### src/rtl/prefetch_unit.sv
`default_nettype none
// ============================================================================
// Module      : prefetch_unit
// Description : Instruction prefetcher. Reads words from a local instruction
//               memory at a fetch pointer and queues {pc, word} pairs for a
//               downstream consumer with a valid/ready handshake. Supports
//               redirect (flush and refetch) and halts with a sticky fault
//               when the fetch pointer leaves the memory range.
// Revision    : 1.0 - initial release
// ============================================================================
module prefetch_unit #(
    parameter int               XLEN       = 32,
    parameter int               IMEM_DEPTH = 32,
    parameter int               QDEPTH     = 4,
    parameter logic [XLEN-1:0]  RESET_PC   = '0
) (
    input  logic                          clk,
    input  logic                          rst,
    input  logic                          redirect,
    input  logic [XLEN-1:0]               redirect_pc,
    input  logic                          imem_we,
    input  logic [$clog2(IMEM_DEPTH)-1:0] imem_waddr,
    input  logic [31:0]                   imem_wdata,
    output logic                          out_valid,
    input  logic                          out_ready,
    output logic [31:0]                   out_inst,
    output logic [XLEN-1:0]               out_pc,
    output logic [$clog2(QDEPTH):0]       count,
    output logic                          fault
);

    localparam int              c_AW    = $clog2(IMEM_DEPTH);
    localparam int              c_PW    = $clog2(QDEPTH);
    localparam int              c_CW    = c_PW + 1;
    localparam logic [XLEN-1:0] c_DEPTH = XLEN'(IMEM_DEPTH);
    localparam logic [XLEN-1:0] c_FOUR  = XLEN'(4);
    localparam logic [XLEN-1:0] c_ALIGN = ~XLEN'(3);
    localparam logic [c_CW-1:0] c_FULL  = c_CW'(QDEPTH);
    localparam logic [c_PW-1:0] c_PONE  = c_PW'(1);
    localparam logic [c_CW-1:0] c_CONE  = c_CW'(1);

    // Instruction memory (not touched by reset)
    logic [31:0]     r_imem [IMEM_DEPTH];

    // Prefetch queue storage
    logic [31:0]     r_q_inst [QDEPTH];
    logic [XLEN-1:0] r_q_pc   [QDEPTH];

    logic [XLEN-1:0] r_fpc;
    logic [c_PW-1:0] r_rd_ptr;
    logic [c_PW-1:0] r_wr_ptr;
    logic [c_CW-1:0] r_count;
    logic            r_fault;

    logic            w_in_range;
    logic [31:0]     w_fetch_word;
    logic            w_full;
    logic            w_pop;
    logic            w_push;
    logic [XLEN-1:0] w_redirect_tgt;

    // Word index is fpc[XLEN-1:2]; compared zero-extended to full width
    assign w_in_range     = ({2'b00, r_fpc[XLEN-1:2]} < c_DEPTH);
    assign w_fetch_word   = r_imem[r_fpc[c_AW+1:2]];
    assign w_full         = (r_count == c_FULL);
    assign w_pop          = out_valid & out_ready;
    // A pop frees a slot in the same cycle, so a full queue can still accept
    assign w_push         = !redirect && !r_fault && w_in_range && (!w_full || w_pop);
    assign w_redirect_tgt = redirect_pc & c_ALIGN;

    assign out_valid = (r_count != '0);
    assign out_inst  = out_valid ? r_q_inst[r_rd_ptr] : 32'd0;
    assign out_pc    = out_valid ? r_q_pc[r_rd_ptr]   : '0;
    assign count     = r_count;
    assign fault     = r_fault;

    // Memory write port; a same-cycle fetch sees the pre-write word
    always_ff @(posedge clk) begin
        if (imem_we) begin
            r_imem[imem_waddr] <= imem_wdata;
        end
    end

    // Queue data storage, written at the tail on every push
    always_ff @(posedge clk) begin
        if (rst && w_push) begin
            r_q_inst[r_wr_ptr] <= w_fetch_word;
            r_q_pc[r_wr_ptr]   <= r_fpc;
        end
    end

    // Fetch pointer, queue pointers, occupancy and sticky fault
    always_ff @(posedge clk) begin
        if (!rst) begin
            r_fpc    <= RESET_PC;
            r_rd_ptr <= '0;
            r_wr_ptr <= '0;
            r_count  <= '0;
            r_fault  <= 1'b0;
        end else if (redirect) begin
            // Any concurrent pop is absorbed by the flush
            r_fpc    <= w_redirect_tgt;
            r_rd_ptr <= '0;
            r_wr_ptr <= '0;
            r_count  <= '0;
            r_fault  <= 1'b0;
        end else begin
            if (w_push) begin
                r_wr_ptr <= r_wr_ptr + c_PONE;
                r_fpc    <= r_fpc + c_FOUR;
            end
            if (w_pop) begin
                r_rd_ptr <= r_rd_ptr + c_PONE;
            end
            case ({w_push, w_pop})
                2'b10:   r_count <= r_count + c_CONE;
                2'b01:   r_count <= r_count - c_CONE;
                default: r_count <= r_count;
            endcase
            if (!w_in_range) begin
                r_fault <= 1'b1;
            end
        end
    end

endmodule
`default_nettype wire

### config.mk
export PLATFORM = sky130hd
export DESIGN_NAME = prefetch_unit
export DESIGN_NICKNAME = d
export VERILOG_FILES = /design/src/rtl/prefetch_unit.sv
export SDC_FILE = /design/constraint.sdc
export NUM_CORES = 1
export LEC_CHECK = 0
export BUFFER_PORTS_ARGS = -buffer_cell sky130_fd_sc_hd__buf_2
export CAP_MARGIN = 20
export CORE_MARGIN = 2
export CORE_UTILIZATION = 50
export DETAILED_ROUTE_END_ITERATION = 16
export PLACE_DENSITY = 0.66
export SETUP_SLACK_MARGIN = 0.4
export SLEW_MARGIN = 20
export SYNTH_ARGS = -nofsm -noshare
export SYNTH_HDL_FRONTEND = slang
export SYNTH_SLANG_ARGS = --single-unit
export TNS_END_PERCENT = 50
### constraint.sdc
create_clock -name clk -period 5.9 [get_ports clk]
set_clock_uncertainty 0.15 [all_clocks]
set_input_delay 1.18 -clock clk [delete_from_list [all_inputs] [get_ports clk]]
set_output_delay 1.18 -clock clk [all_outputs]
set_load 0.1 [all_outputs]
==> impl_results.md <==
* HPWL Detailed at 63,000 µm
* Clk_lat worst skew at 740 ps
* H-Tree Depth at 4
* Worst Hold Class: reg2reg
* Slew Limit Fails at 0
* Mapped Cells at 2,205
* CTS tree: yes
* IO Pins at 143
* Placer Congestion at 0.781
* Remaining DRCs at 0
* Min-delay src: r_rd_ptr[1]
* Final non-filler cell total at 3,886
* Vias at 22,900
* CP bufs+invs at 2
* Worst Setup Path Type: reg2out
* Routed WL at 106,000 µm
* Dpl cell area at 53,100 µm²
* Worst reg-to-reg setup slack at 2300 ps
* Max Buffers Root-to-Sink at 3
* Largest delay share family, worst path: buffers and inverters
* Setup crit start kind: flip-flop
* Setup_tns at 0 ps
* Vias in the first global route at 23,700
* Synth top area cells: edfxtp_1 75%, mux4_2 13%, mux2i_1 3.1%, dfxtp_1 1.8%, mux4_1 0.93%
* Final worst path period need at 4490 ps
* First drt pass iteration count at 6
* RSZ-0062 raised after global routing: no
* Die X-Extent at 322 µm
* Fin. Hold Viols at 0
* Final Cycle Share at 0.761
* Max_cap viols at 0
* Leakage power at 18.1 nW
* Total Die Area at 104,000 µm²
* Synth area leader: edfxtp_1
* Ys Warns at 0
* Count of different cell masters after synthesis at 55
* Sw frac at 0.210
* Crit-path max cell delay at 810 ps
* Worst endpoint required time at 4570 ps
* Area Growth Syn to Fin at 13.5%
* Post-CTS setup buffer count at 0
* Pint at 15.6 mW
* Die height at 322 µm
* #FFs+latches synth at 1,317
* Core Box Area at 100,000 µm²
* Pwr/cell area at 344 nW/µm²
* Slowest CP cell: dfxtp_2
* Initial drt markers at 2,043
* DRT antenna net count at 0
* Pin count of the biggest net entering global routing at 127
* Status: completed
* Row cnt at 116
* NetSw at 4.15 mW
* Initial Utilization at 0.505
* Per-cell routed wire length at 27.4 µm
* CTS-repair resized insts at 0
* Nets at 2,500
* Seq/Total Area, Yosys at 0.772
* Input/output buffers at 138
* Sequential share of power at 0.530
* Syn avg cell area at 23.0 µm²
* Data arrival time of the critical path at 3160 ps
* All-Layer GR Usage at 0.209
* Fraction of layout cells with a size suffix above 1 at 0.302
* Total grt overflow at 0
* Maximum clock rate at 223 MHz
* Clk sink count at 1,317
* Crit Path Max Fanout at 36
* Total CTS buffers at 134
* Synth top area share at 0.754
* Crit end category: output pin
* Maximum vdd drop at 0.000248 V
* Clk pwr share at 0.422
* Mapped Area at 50,700 µm²
* Placed insts at 3,636
* Clock transition at path regs at 60 ps
* Initial antenna violation count at 9
* Worst-Margin Slew at 1150 ps
* Combinational share of power at 0.049
* Clock root buffer: clkbuf_16
* First-pass GRT wire length at 157,000 µm
* Final setup violation count at 0
* Slew margin rel. at 0.231
* Vias per cell at 5.89
* Critical path, cell by cell: buf_4 > mux4_2 > and2_1 > buf_2
* Number of fill cells at 7,176
* Final instance area at 57,500 µm²
* CTS Hold Bufs at 0
==> routing by layer <==
layer | wire [µm] | global-route usage | vias to the layer above
met5 | 0 | 0 | -
met4 | 2280 | 0.0631 | 0
met3 | 5780 | 0.0347 | 157
met2 | 54200 | 0.352 | 723
met1 | 44100 | 0.283 | 12200
li1 | - | - | 9786
==> path summary, 6_finish.rpt <==
check | to | cells after the start
worst max-delay path | out_inst[19] | 4
worst min register to register | flip-flop | 2
worst min-delay path | flip-flop | 2
worst max register to register | r_q_inst[3][18] | 5
==> layout make-up <==
class | count | area (µm²) | area share
Timing Repair Buffer | 197 | 1220 | 0.0212
Antenna cell | 2 | 5.00 | 0.0000870
Tap cell | 1357 | 1700 | 0.0295
Multi-Input combinational cell | 765 | 11100 | 0.192
Sequential cell | 1317 | 39100 | 0.680
Clock buffer | 160 | 3550 | 0.0618
Clock inverter | 83 | 847 | 0.0147
Inverter | 5 | 18.8 | 0.000326
==> state kept, by name, summed over array words and instances (netlist names), named ones only <==
signal,flops
count,3
fault,1
r_fpc,30
r_imem,1024
r_q_inst,128
r_q_pc,120
r_rd_ptr,2
r_wr_ptr,2
==> metrics by stage <==
stage          utilization  power [mW]  hold WS (ps)  setup slack, ps
2_1_floorplan            -        11.3           317             1290
3_3_place_gp         0.529        11.6           356             2040
3_5_place_dp         0.529        11.6           366             1940
4_1_cts              0.573        19.9           381             1270
5_1_grt              0.573        20.4           394             1260
6_report             0.573        19.8           378             1410
==> worst min-delay path: cells and delay by family (launching register included) <==
family | cells | cell delay [ps]
xor gates and xnor gates | 1 | 70
and+or+nand+nor | 1 | 100
DFF | 1 | 320
==> cells in the final DEF (no fill, tap or decap), types with 4 or more instances in the layout <==
master,n
a21oi_1,7
a221oi_1,26
a221oi_2,7
a22o_1,32
and2_1,62
and3_4,4
buf_12,7
buf_2,139
buf_4,47
bufinv_16,11
clkbuf_1,19
clkbuf_16,137
clkbuf_4,4
clkbuf_8,4
clkinv_1,27
clkinv_2,25
clkinv_4,4
clkinv_8,10
dfxtp_1,40
dfxtp_4,4
edfxtp_1,1272
ha_1,5
inv_6,5
mux2i_1,157
mux4_1,18
mux4_2,300
nand2_1,5
nand3_1,6
nand3b_1,7
nor2_1,37
nor2_4,34
nor3_1,4
nor4_1,4
o21ai_0,8
==> cells in the mapped netlist (all sizes together) <==
cell type / number
edfxtp: 1272
mux4: 318
mux2i: 157
buf: 75
nor2: 72
and2: 63
dfxtp: 45
clkbuf: 44
a221oi: 33
a22o: 32
o21ai: 8
a21oi: 7
and3: 7
nand3: 7
nand3b: 7
nor4: 7
ha: 5
nand2: 5
nor3: 5
nor2b: 4
or3b: 4
inv: 3
nand4: 3
nor4b: 3
xnor2: 3
clkinv: 2
or3: 2
xor2: 2
a211o: 1
a21o: 1
a41o: 1
conb: 1
fa: 1
nand2b: 1
o2111ai: 1
o221ai: 1
o41ai: 1
or2: 1
==> kinds of logic (layout without fill, tap and decap cells) <==
group / after synthesis / count (layout) / share of synthesized area
compound gates: 86 / 86 / 0.0145
xor+xnor: 5 / 5 / 0.000865
fa+ha+maj: 6 / 6 / 0.00163
buf+inv: 124 / 445 / 0.0159
flops: 1317 / 1317 / 0.772
mux: 475 / 475 / 0.174
other cells: 1 / 4 / 0.0000740
simple gates: 191 / 191 / 0.0215
==> power by group through the flow <==
stage          registers (mW)  clock network, mW  logic, mW
6_report                 10.5               8.34      0.961
5_1_grt                  10.5               8.86       1.03
4_1_cts                  10.5               8.50      0.960
3_5_place_dp             10.7                  0      0.957
3_3_place_gp             10.7                  0      0.926
2_1_floorplan            10.6                  0      0.648
No activity file was read; power rests on OpenSTA's default activity.
